===== src/rtl/fb_pkg.sv =====
// Shared types and helpers for the triple-buffer ownership controller.
package fb_pkg;

  localparam int NUM_BUF = 3;
  localparam int FB_ADDR_W = 32;

  typedef logic [1:0] buf_idx_t;

  typedef enum logic [1:0] {
    IDLE       = 2'd0,
    WAIT_FIRST = 2'd1,
    RUN        = 2'd2
  } fb_state_t;

  // Constant three-way mux: only indices 0..2 are ever presented.
  function automatic logic [FB_ADDR_W-1:0] idx_to_addr(
    input buf_idx_t             idx,
    input logic [FB_ADDR_W-1:0] base_addr,
    input logic [FB_ADDR_W-1:0] frame_bytes
  );
    case (idx)
      2'd0:    idx_to_addr = base_addr;
      2'd1:    idx_to_addr = base_addr + frame_bytes;
      default: idx_to_addr = base_addr + (frame_bytes << 1);
    endcase
  endfunction

endpackage


===== src/rtl/frame_buffer_manager_sat_counter.sv =====
// Saturating event counter; increments on inc, sticks at all-ones.
module sat_counter #(
  parameter int CNT_WIDTH = 16
) (
  input  logic                 clk_100Mhz,
  input  logic                 rst_n,
  input  logic                 inc,
  output logic [CNT_WIDTH-1:0] count
);

  logic [CNT_WIDTH-1:0] count_q;

  always_ff @(posedge clk_100Mhz) begin
    if (!rst_n) begin
      count_q <= '0;
    end else if (inc && (count_q != {CNT_WIDTH{1'b1}})) begin
      count_q <= count_q + 1'b1;
    end
  end

  assign count = count_q;

endmodule


===== src/rtl/frame_buffer_manager.sv =====
// Triple-buffer owner tracking for writer/reader; swaps on frame-done and vsync.
// Indices and base addresses update on the event edge itself (no extra latency).
module frame_buffer_manager
  import fb_pkg::*;
#(
  parameter int              AXI_ADDR_WIDTH = 32,
  parameter logic [31:0]     BASE_ADDR      = 32'h1000_0000,
  parameter int              FRAME_BYTES    = 153600,
  parameter int              CNT_WIDTH      = 16
) (
  input  logic                      clk_100Mhz,
  input  logic                      rst_n,
  input  logic                      enable,
  input  logic                      wr_frame_done,
  input  logic                      vsync_sync2,
  output logic [AXI_ADDR_WIDTH-1:0] wr_base_addr,
  output logic [AXI_ADDR_WIDTH-1:0] rd_base_addr,
  output logic                      rd_valid,
  output logic [1:0]                wr_idx,
  output logic [1:0]                rd_idx,
  output logic [1:0]                ready_idx,
  output logic                      ready_pending,
  output logic [CNT_WIDTH-1:0]      frames_dropped,
  output logic [CNT_WIDTH-1:0]      frames_repeated,
  output logic [1:0]                state
);

  localparam logic [FB_ADDR_W-1:0] FRAME_BYTES_W = FB_ADDR_W'(FRAME_BYTES);

  fb_state_t state_q, state_d;
  buf_idx_t  wr_idx_q, wr_idx_d;
  buf_idx_t  rd_idx_q, rd_idx_d;
  buf_idx_t  ready_idx_q, ready_idx_d;
  logic      pend_q, pend_d;
  logic      valid_q, valid_d;
  logic [AXI_ADDR_WIDTH-1:0] wr_addr_q, wr_addr_d;
  logic [AXI_ADDR_WIDTH-1:0] rd_addr_q, rd_addr_d;
  logic      drop_inc;
  logic      rep_inc;

  always_ff @(posedge clk_100Mhz) begin
    if (!rst_n) begin
      state_q     <= IDLE;
      wr_idx_q    <= 2'd0;
      ready_idx_q <= 2'd1;
      rd_idx_q    <= 2'd2;
      pend_q      <= 1'b0;
      valid_q     <= 1'b0;
      wr_addr_q   <= AXI_ADDR_WIDTH'(idx_to_addr(2'd0, BASE_ADDR, FRAME_BYTES_W));
      rd_addr_q   <= AXI_ADDR_WIDTH'(idx_to_addr(2'd2, BASE_ADDR, FRAME_BYTES_W));
    end else begin
      state_q     <= state_d;
      wr_idx_q    <= wr_idx_d;
      ready_idx_q <= ready_idx_d;
      rd_idx_q    <= rd_idx_d;
      pend_q      <= pend_d;
      valid_q     <= valid_d;
      wr_addr_q   <= wr_addr_d;
      rd_addr_q   <= rd_addr_d;
    end
  end

  always_comb begin
    state_d     = state_q;
    wr_idx_d    = wr_idx_q;
    ready_idx_d = ready_idx_q;
    rd_idx_d    = rd_idx_q;
    pend_d      = pend_q;
    valid_d     = valid_q;
    drop_inc    = 1'b0;
    rep_inc     = 1'b0;

    if (!enable) begin
      state_d = IDLE;
      valid_d = 1'b0;
      pend_d  = 1'b0;
    end else begin
      case (state_q)
        IDLE: state_d = WAIT_FIRST;
        WAIT_FIRST, RUN: begin
          // Write swap first, so a same-cycle vsync picks up the frame just finished.
          if (wr_frame_done) begin
            wr_idx_d    = ready_idx_q;
            ready_idx_d = wr_idx_q;
            drop_inc    = pend_q;
            pend_d      = 1'b1;
          end
          if (vsync_sync2) begin
            if (pend_d) begin
              rd_idx_d    = ready_idx_d;
              ready_idx_d = rd_idx_q;
              pend_d      = 1'b0;
              if (state_q == WAIT_FIRST) begin
                valid_d = 1'b1;
                state_d = RUN;
              end
            end else if (state_q == RUN) begin
              rep_inc = 1'b1;
            end
          end
        end
        default: state_d = IDLE;
      endcase
    end

    wr_addr_d = AXI_ADDR_WIDTH'(idx_to_addr(wr_idx_d, BASE_ADDR, FRAME_BYTES_W));
    rd_addr_d = AXI_ADDR_WIDTH'(idx_to_addr(rd_idx_d, BASE_ADDR, FRAME_BYTES_W));
  end

  sat_counter #(.CNT_WIDTH(CNT_WIDTH)) u_drop_cnt (
    .clk_100Mhz (clk_100Mhz),
    .rst_n      (rst_n),
    .inc        (drop_inc),
    .count      (frames_dropped)
  );

  sat_counter #(.CNT_WIDTH(CNT_WIDTH)) u_rep_cnt (
    .clk_100Mhz (clk_100Mhz),
    .rst_n      (rst_n),
    .inc        (rep_inc),
    .count      (frames_repeated)
  );

  assign wr_base_addr  = wr_addr_q;
  assign rd_base_addr  = rd_addr_q;
  assign rd_valid      = valid_q;
  assign wr_idx        = wr_idx_q;
  assign rd_idx        = rd_idx_q;
  assign ready_idx     = ready_idx_q;
  assign ready_pending = pend_q;
  assign state         = state_q;

endmodule


===== config.mk =====
export PLATFORM = sky130hd
export DESIGN_NAME = frame_buffer_manager
export DESIGN_NICKNAME = d
export VERILOG_FILES = /design/src/rtl/fb_pkg.sv /design/src/rtl/frame_buffer_manager_sat_counter.sv /design/src/rtl/frame_buffer_manager.sv
export SDC_FILE = /design/constraint.sdc
export NUM_CORES = 1
export LEC_CHECK = 0
export CAP_MARGIN = 20
export CORE_ASPECT_RATIO = 0.6
export CORE_MARGIN = 5
export CORE_UTILIZATION = 48
export CTS_CLUSTER_DIAMETER = 120
export DETAILED_ROUTE_END_ITERATION = 6
export HOLD_SLACK_MARGIN = 0.08
export PLACE_DENSITY = 0.9
export SLEW_MARGIN = 20
export SYNTH_ARGS = -nofsm -noshare
export SYNTH_HDL_FRONTEND = slang
export SYNTH_HIERARCHICAL = 1
export SYNTH_SLANG_ARGS = --single-unit

===== constraint.sdc =====
create_clock -name clk_100Mhz -period 5.2 [get_ports clk_100Mhz]
set_clock_uncertainty 0.05 [all_clocks]
set_input_delay 1.04 -clock clk_100Mhz [delete_from_list [all_inputs] [get_ports clk_100Mhz]]
set_output_delay 1.04 -clock clk_100Mhz [all_outputs]
set_load 0.01 [all_outputs]

== After elaboration in Yosys (flattened, before gate mapping) ==
Index checks and enable logic that the tools add are counted.
Widths: inputs -> output; s select.
Storage, ports and cells
  bits in registers: 106
  logic and storage cells: 59
  output and inout bits: 106
Operators by class
  equal/unequal tests: 9
  muxes and demuxes: 28
  reduce and logical (&&, ||, !) cells: 10
  add/sub/neg operators: 2
Operators by type and width (count)
  $pmux 19 s2: 2
  $add 16x1->16 const B: 2
  $ne 16x16->1 const B: 2
  $mux 2: 13
  $mux 1: 12
  $eq 2x1->1 const B: 3
  $logic_not 2->1: 3
  $ne 2x2->1 const B: 3
  $pmux 2 s2: 1
  $reduce_and 2->1: 2
  $reduce_and 4->1: 1
  $reduce_and 3->1: 1
  $eq 2x2->1 const B: 1
  $logic_and 1x1->1: 2
  $reduce_or 2->1: 1

== Longest topological paths before layout ==
Gate-level depths: netlist of run 1.
  word-level depth: 10
  depth in mapped cells: 9

== Modules after synthesis ==
The synthesis of run 1 kept the hierarchy.
By module, submodules not included
  sat_counter: area each 837.1 um2, cells each 97, instances 2, seq. area each 320.3 um2
  frame_buffer_manager: area each 1213.7 um2, cells each 140, instances 1, seq. area each 300.3 um2

== Worst setup path after synthesis of run 1 ==
Ideal clock, no wire load.
  kind: input -> register
  from: in wr_frame_done
  to: reg u_rep_cnt.count_q[13], in the netlist u_rep_cnt/count[13]
  data arrival time: 2.746 ns
  required time: 5.079 ns
  library setup time: 0.071 ns
  stages: 5
  slack: 2.333 ns
  buffers on the path: 1
  cell sequence: buf_6 > nor4b_1 > nand2_1 > or4_1 > a21oi_1
On the way
  word-level cells in the longest chain between the ends: 8
RTL lines
  start: declaration: RTL line frame_buffer_manager.sv:14  | input logic wr_frame_done,
  $mux 1: RTL line frame_buffer_manager.sv:82  | if (wr_frame_done) begin
  $mux 1: RTL line frame_buffer_manager.sv:78  | case (state_q)
  $mux 1: RTL line frame_buffer_manager.sv:73  | if (!enable) begin
  $mux 1: RTL line frame_buffer_manager.sv:89  | if (pend_d) begin
  $mux 1: RTL line frame_buffer_manager.sv:88  | if (vsync_sync2) begin
  $mux 1: RTL line frame_buffer_manager.sv:78
  $mux 1: RTL line frame_buffer_manager.sv:73
  named net rep_inc: RTL line frame_buffer_manager.sv:39  | logic rep_inc;
  $logic_and 1x1->1: RTL line frame_buffer_manager_sat_counter.sv:16  | end else if (inc && (count_q != {CNT_WIDTH{1'b1}})) begin
  end signal: assignment: RTL line frame_buffer_manager_sat_counter.sv:17  | count_q <= count_q + 1'b1;
  end: declaration: RTL line frame_buffer_manager_sat_counter.sv:11  | logic [CNT_WIDTH-1:0] count_q;
The timed path passes the listed nets, and every way through them passes these cells. The select of a mux whose other input is x is not followed.
A chain may end at the register's enable or synchronous reset.

== Final worst setup path of run 1 ==
  from: in wr_frame_done
  to: reg u_drop_cnt.count_q[7], in the netlist u_drop_cnt/count[7]
On the way
  word-level cells in the longest chain between the ends: 4
RTL lines
  $mux 1: RTL line frame_buffer_manager.sv:82
  $mux 1: RTL line frame_buffer_manager.sv:78
  $mux 1: RTL line frame_buffer_manager.sv:73
  named net drop_inc: RTL line frame_buffer_manager.sv:38  | logic drop_inc;
  $logic_and 1x1->1: RTL line frame_buffer_manager_sat_counter.sv:16
  end signal: assignment: RTL line frame_buffer_manager_sat_counter.sv:17
  end: declaration: RTL line frame_buffer_manager_sat_counter.sv:11
The timed path passes the listed nets, and every way through them passes these cells.

==> results of run 1 <==
[report_power, final]
group          internal [mW]  switching, mW  total, mW
clock network          0.107          0.121      0.228
registers              0.363        0.00431      0.367
logic                 0.0206         0.0424     0.0630
[cells by family (layout without fill, tap and decap cells)]
family / after synthesis / count (layout) / synth area share [%]
DFF: 47 / 47 / 32.6
adders and majority gates: 5 / 5 / 2.17
buffers and inverters: 78 / 81 / 18.4
AOI/OAI and AO/OA: 62 / 62 / 14.0
xor gates and xnor gates: 4 / 4 / 1.21
muxes: 14 / 14 / 4.94
other: 2 / 50 / 0.260
and+or+nand+nor: 122 / 122 / 26.5
[cells in the mapped netlist, types with 3 or more instances]
master	instances	area, um2
o31ai_1	12	90.1
nand2b_1	5	31.3
and4_1	6	52.6
nand3b_1	5	37.5
o21ai_0	8	40.0
or3_1	4	25.0
nand3_1	15	75.1
nor2b_1	5	31.3
nor4_1	6	37.5
or4_1	10	75.1
nand4_1	7	43.8
buf_4	61	458
dfxtp_1	47	941
ha_1	5	62.6
nand2_1	25	93.8
o21ai_1	3	15.0
nor2_1	12	45.0
nor3_1	5	25.0
a21oi_1	22	110
o211ai_1	6	45.0
nor3b_1	4	30.0
mux2i_1	12	120
inv_1	12	45.0
clkbuf_1	3	11.3
[stage by stage]
stage / hold slack, ns / worst slack [ns] / area (um2) / std cells
after floorplan: 0.420 / 2.33 / 3070 / 382
after global placement: 0.386 / 1.87 / 3290 / 457
after detailed placement: 0.396 / 1.72 / 3300 / 458
after CTS: 0.410 / 2.03 / 3390 / 465
after global routing: 0.440 / 1.82 / 3400 / 465
final: 0.404 / 1.99 / 3400 / 465
[worst reg2reg max path: stages, from the launching register on]
cell and delay, ns:
dfxtp_1 0.40, inv_1 0.08, ha_1 0.49, nand3_1 0.13, nor4b_1 0.35, buf_4 0.21
nand2_1 0.21, or4_1 0.53, a21oi_1 0.16
[state kept, by name (all words and copies together), names as in the netlist]
signal            count
state                 2
wr_idx                2
rd_base_addr          3
wr_base_addr          2
ready_pending         1
ready_idx             2
rd_idx                2
u_drop_cnt/count     16
u_rep_cnt/count      16
rd_valid              1
[area by class of cell]
| cell class | instances | area [um2] |
|---|---|---|
| multi-input cells | 257 | 1610 |
| clock buffers | 6 | 82.6 |
| clock inverters | 1 | 8.76 |
| repair buffers | 62 | 616 |
| flip-flops and latches | 47 | 941 |
| well taps | 80 | 100 |
| fillers | 489 | 2300 |
| inverters | 12 | 45.0 |
[worst max path at each step]
stage                             start                  end  slack (ns)  cells after the start
after floorplan           wr_frame_done  u_rep_cnt/count[13]        2.33                      5
final                     wr_frame_done  u_drop_cnt/count[7]        1.99                      6
after CTS                 wr_frame_done  u_drop_cnt/count[7]        2.03                      6
after global placement    wr_frame_done  u_drop_cnt/count[9]        1.87                      6
after global routing      wr_frame_done  u_drop_cnt/count[7]        1.82                      6
after detailed placement  wr_frame_done  u_drop_cnt/count[7]        1.72                      6
[layout by cell type (no fill, tap or decap), types with 2 or more instances in the layout]
master and n:
xor2_1 2, nand3_1 15, nor4bb_1 2, and4_1 6, o211a_1 2, o31ai_1 12, nand2b_1 5, inv_1 12
o21ai_0 8, o211ai_1 6, a21oi_1 22, clkbuf_8 6, mux2i_1 12, nor2b_1 5, ha_1 5, o41ai_1 2
conb_1 50, nand4_4 2, nor3_1 5, o21ai_1 3, nand3b_1 5, or3_4 2, a21boi_1 2, nand4_1 7
xnor2_1 2, nor4_1 6, clkdlybuf4s50_1 60, nand2_1 25, dfxtp_1 47, mux2_2 2, nor2_1 12, or3_1 4
buf_4 2, nor3b_1 4, o311ai_0 2, or4_1 10
[per-layer routing]
layer	GRT usage [%]	vias to the layer above	share of wire [%]
li1	-	1216	-
met1	21.4	1162	43
met2	25.7	121	46
met3	5.34	8	9.4
met4	4.23	0	1.2
met5	0	-	0
==> flow_metrics.py, run 1 <==
metrics = {
    "placement": {
        "place_hpwl_um": 5100,
        "routabilityCongestion": 0.839,
        "buffer_ports.inserted": 60,
    },
    "synth": {
        "postSynth.topFlopCell": "dfxtp_1",
        "synth-edff-count": 0,
        "netlist-cell-type-count": 46,
        "synth-seq-area-share_pct": 32.6,
        "synth.ff_latch_count": 47,
        "synth.avg_cell_area_um2": 8.65,
        "yosys_warnings": 6,
        "syn-cell-area_um2": 2890,
        "synth_cells": 334,
        "postSynth.asyncResetShare_pct": 0,
    },
    "setup_path": {
        "worstPathArrival_ns": 3.38,
        "crit_required_ns": 5.37,
        "crit_chain": "clkdlybuf4s50_1 -> nand3_4 -> nor2_1 -> nand2_1 -> or4_1 -> a21oi_1",
        "critPathBufInv": 1,
        "crit_path_start_kind": "input port",
        "path_max_fanout": 11,
        "crit_path_top_delay_cell": "clkdlybuf4s50_1",
        "critical_path_class": "input port to flop",
        "launch_point_of_the_worst_reg_to_reg_path": "state[1]",
        "type_of_destination_of_the_critical_path": "flop",
        "setup.reg_to_reg.worst_slack_ns": 2.51,
        "timing.rr.end": "u_rep_cnt/count[13]",
        "crit_family": "simple AND/OR/NAND/NOR gates",
        "critical-path-max-stage-delay_ns": 0.78,
        "ff2ff_path_depth": 8,
    },
    "die": {
        "core_um2": 5700,
        "dieHeight_um": 70.1,
        "initial_utilization_pct": 50.6,
        "die_area_um2": 7720,
        "die_w_um": 110,
        "standard_cell_rows": 21,
        "ios": 111,
    },
    "clock_tree": {
        "cts_tree": "done",
        "cts.root.buffer_cell": "clkbuf_8",
        "cts-buffers-inserted": 5,
        "worst_setup_hold_path_clk_slew_ns": 0.09,
        "cts_post_setup_buffers_inserted": 0,
        "cts-hold-fix-buffers": 0,
        "longest_clk_path_bufs": 2,
        "clock_latency_ns": 0.29,
        "cts_htree_levels": 2,
        "post_cts_resized": 0,
        "numClockSinks": 47,
    },
    "power_and_ir_drop": {
        "power.ir.vdd_worst_mv": 0.0985,
        "leakagePower_nw": 1.23,
        "totalPowerFinal_uw": 658,
        "power_per_cell_area_nw_per_um2": 194,
    },
    "worst_hold_path": {
        "hold_path_end": "rd_valid",
        "hold_path.startpoint": "rd_valid",
        "holdPathStages": 2,
        "holdCritPathClass": "flop to flop",
    },
    "global_routing": {
        "grt_use_total_pct": 16.3,
        "first_pass_grt_wire_length_um": 10400,
        "grt.overflow.total": 0,
        "grt_pass1_vias": 2138,
        "grt_start_max_net_pins": 26,
        "antenna_found_initial": 0,
    },
    "timing": {
        "min_period_over_period_pct": 61.8,
        "unrepaired_setup_endpoints_after_global_routing": "false",
        "actual_transition_at_the_worst_max_transition_pin_ns": 0.862,
        "final_number_of_setup_violating_endpoints": 0,
        "slew-limit-headroom_pct": 42.4,
        "achievable-frequency_mhz": 311,
        "maxSlewViolCount": 0,
        "setup_tns_ns": 0,
        "timing.final.hold_violations": 0,
        "timing.final.crit_period_ns": 3.21,
    },
    "routing": {
        "dr.first_iter.drc_count": 129,
        "viasPerCell": 5.39,
        "drc": 0,
        "detailedRoute.firstPassIterationCount": 5,
        "route.vias.total": 2507,
        "wl_per_cell_um": 14.4,
        "ant_nets": 0,
        "routed_wirelength_um": 6710,
    },
    "final_layout": {
        "layout_net_count": 395,
        "flow.area_growth_from_synthesis_pct": 17.7,
        "ratio_of_cells_with_drive_above_1_in_the_final_layout_pct": 5.19,
        "num_antenna_cells": 0,
        "post_route_core_utilization_pct": 59.6,
    },
    "outcome": {
        "outcome": "finished, final reports clean",
    },
    "run": {
        "max-cap-violations": 0,
    },
}
Note: power is estimated with default switching activity, not from simulation.
==> run 2: changes to the inputs <==
--- a/config.mk
+++ b/config.mk
@@ -8,11 +8,11 @@
 export CAP_MARGIN = 20
 export CORE_ASPECT_RATIO = 0.6
 export CORE_MARGIN = 5
-export CORE_UTILIZATION = 48
+export CORE_UTILIZATION = 40
 export CTS_CLUSTER_DIAMETER = 120
 export DETAILED_ROUTE_END_ITERATION = 6
 export HOLD_SLACK_MARGIN = 0.08
-export PLACE_DENSITY = 0.9
+export PLACE_DENSITY = 0.8
 export SLEW_MARGIN = 20
 export SYNTH_ARGS = -nofsm -noshare
 export SYNTH_HDL_FRONTEND = slang
==> constraint.sdc (replaced) <==
create_clock -name clk_100Mhz -period 2.65 [get_ports clk_100Mhz]
set_clock_uncertainty 0.05 [all_clocks]
set_input_delay 0.53 -clock clk_100Mhz [delete_from_list [all_inputs] [get_ports clk_100Mhz]]
set_output_delay 0.53 -clock clk_100Mhz [all_outputs]
set_load 0.01 [all_outputs]
==> flow_metrics.py, run 2 (synthesized netlist as in run 1, its figures left out) <==
metrics = {
    "worst_hold_path": {
        "holdCritPathClass": "flop to flop",
        "hold_path.startpoint": "rd_valid",
        "hold_path_end": "rd_valid",
        "holdPathStages": 2,
    },
    "power_and_ir_drop": {
        "leakagePower_nw": 1.28,
        "totalPowerFinal_mw": 1.47,
        "power.ir.vdd_worst_mv": 0.297,
        "power_per_cell_area_nw_per_um2": 415,
    },
    "routing": {
        "top_layer": "met4",
        "viasPerCell": 5.23,
        "drc": 0,
        "detailedRoute.firstPassIterationCount": 4,
        "met2_routed_wirelength_um": 3270,
        "routed_wirelength_um": 6910,
        "met3_wirelength_um": 481,
        "dr.first_iter.drc_count": 162,
        "route.vias.total": 2548,
        "wl_per_cell_um": 14.2,
        "route.layer.met1.wl_um": 3140,
        "ant_nets": 0,
    },
    "final_layout": {
        "layout.cells.most_common": "clkdlybuf4s50_1",
        "post_route_core_utilization_pct": 49.5,
        "layout_net_count": 405,
        "layout_common_cells": "clkdlybuf4s50_1, conb_1, dfxtp_1, nand2_1, a21oi_1",
        "num_antenna_cells": 0,
        "ratio_of_cells_with_drive_above_1_in_the_final_layout_pct": 7.83,
        "flow.area_growth_from_synthesis_pct": 22.4,
        "fillers": 671,
    },
    "global_routing": {
        "grt.overflow.total": 0,
        "grt_start_max_net_pins": 16,
        "grt_use_total_pct": 14.6,
        "first_pass_grt_wire_length_um": 11000,
        "grt_pass1_vias": 2285,
        "antenna_found_initial": 0,
    },
    "setup_path": {
        "crit_required_ns": 2.82,
        "launch_point_of_the_worst_reg_to_reg_path": "state[1]",
        "crit_path_start_kind": "input port",
        "ff2ff_path_depth": 9,
        "setup.reg_to_reg.worst_slack_ns": 0.25,
        "critical-path-max-stage-delay_ns": 0.57,
        "timing.rr.end": "u_rep_cnt/count[15]",
        "type_of_destination_of_the_critical_path": "flop",
        "critical_path_class": "input port to flop",
        "critPathBufInv": 3,
        "crit_family": "simple AND/OR/NAND/NOR gates",
        "crit_chain": "clkdlybuf4s50_1 -> nand3_1 -> nor4b_2 -> buf_4 -> nand2_1 -> nor4_1 -> buf_4 -> mux2i_1",
        "critical-path-top-cell-by-count": "buf_4",
        "crit_path_top_delay_cell": "clkdlybuf4s50_1",
        "worstPathArrival_ns": 2.64,
        "path_max_fanout": 10,
    },
    "clock_tree": {
        "numClockSinks": 47,
        "cts_htree_levels": 2,
        "cts_tree": "done",
        "cts.root.buffer_cell": "clkbuf_16",
        "cts_post_setup_buffers_inserted": 0,
        "cts-hold-fix-buffers": 0,
        "cts-buffers-inserted": 5,
        "worst_setup_hold_path_clk_slew_ns": 0.07,
        "post_cts_resized": 0,
        "longest_clk_path_bufs": 2,
        "clock_latency_ns": 0.28,
    },
    "timing": {
        "maxSlewViolCount": 0,
        "hold_slack_ns": 0.411,
        "unrepaired_setup_endpoints_after_global_routing": "false",
        "final_number_of_setup_violating_endpoints": 0,
        "timing.final.ws_setup_ns": 0.175,
        "setup_tns_ns": 0,
        "slew-limit-headroom_pct": 53.9,
        "actual_transition_at_the_worst_max_transition_pin_ns": 0.686,
        "achievable-frequency_mhz": 404,
        "min_period_over_period_pct": 93.4,
        "timing.final.crit_period_ns": 2.47,
        "timing.final.hold_violations": 0,
    },
    "placement": {
        "preCtsSetupSlack_ns": -0.0503,
        "place_hpwl_um": 5210,
        "buffer_ports.inserted": 60,
        "routabilityCongestion": 0.827,
    },
    "die": {
        "die_area_um2": 9070,
        "core_um2": 7150,
        "standard_cell_rows": 24,
        "die_w_um": 120,
        "initial_utilization_pct": 40.4,
        "dieHeight_um": 75.8,
        "ios": 111,
    },
    "outcome": {
        "outcome": "finished, final reports clean",
    },
    "run": {
        "max-cap-violations": 0,
    },
}
-- run 2: worst max-delay path by stage --
stage	from	end	slack, ns	cells after the start
2_1_floorplan	state[0]	u_rep_cnt/count[7]	0.19	8
3_3_place_gp	enable	u_rep_cnt/count[6]	-0.004	8
3_5_place_dp	enable	u_rep_cnt/count[13]	-0.05	7
4_1_cts	enable	u_rep_cnt/count[15]	0.23	8
5_1_grt	state[1]	u_drop_cnt/count[7]	0.02	8
6_report	enable	u_rep_cnt/count[15]	0.18	8
-- run 2: stage by stage --
stage | instances | area [um2]
2_1_floorplan | 382 | 3070
3_3_place_gp | 479 | 3390
3_5_place_dp | 479 | 3390
4_1_cts | 487 | 3530
5_1_grt | 487 | 3530
6_report | 487 | 3530
-- run 2: cell type report --
class                   instances  area [um2]  area share [%]
well taps                      91         114            3.22
clock inverters                 2        12.5           0.354
clock buffers                   6         129            3.65
repair buffers                 72         691            19.5
inverters                      12        45.0            1.27
multi-input cells             257        1600            45.3
flip-flops and latches         47         941            26.6
-- run 2: tightest hold or removal path, stage by stage (launching register included) --
cell and delay, ns:
dfxtp_1 0.32, inv_1 0.05, a21oi_1 0.05
-- run 2: power breakdown --
part / internal, mW / switching [mW] / total [mW]
registers: 0.713 / 0.00762 / 0.721
logic: 0.0469 / 0.0847 / 0.132
clock network: 0.349 / 0.266 / 0.615
-- run 2: routing by layer --
| metal | up-vias | track usage (%) |
|---|---|---|
| li1 | 1234 | - |
| met1 | 1209 | 19.3 |
| met2 | 103 | 24.4 |
| met5 | - | 0 |
| met4 | 0 | 2.54 |
| met3 | 2 | 4.30 |
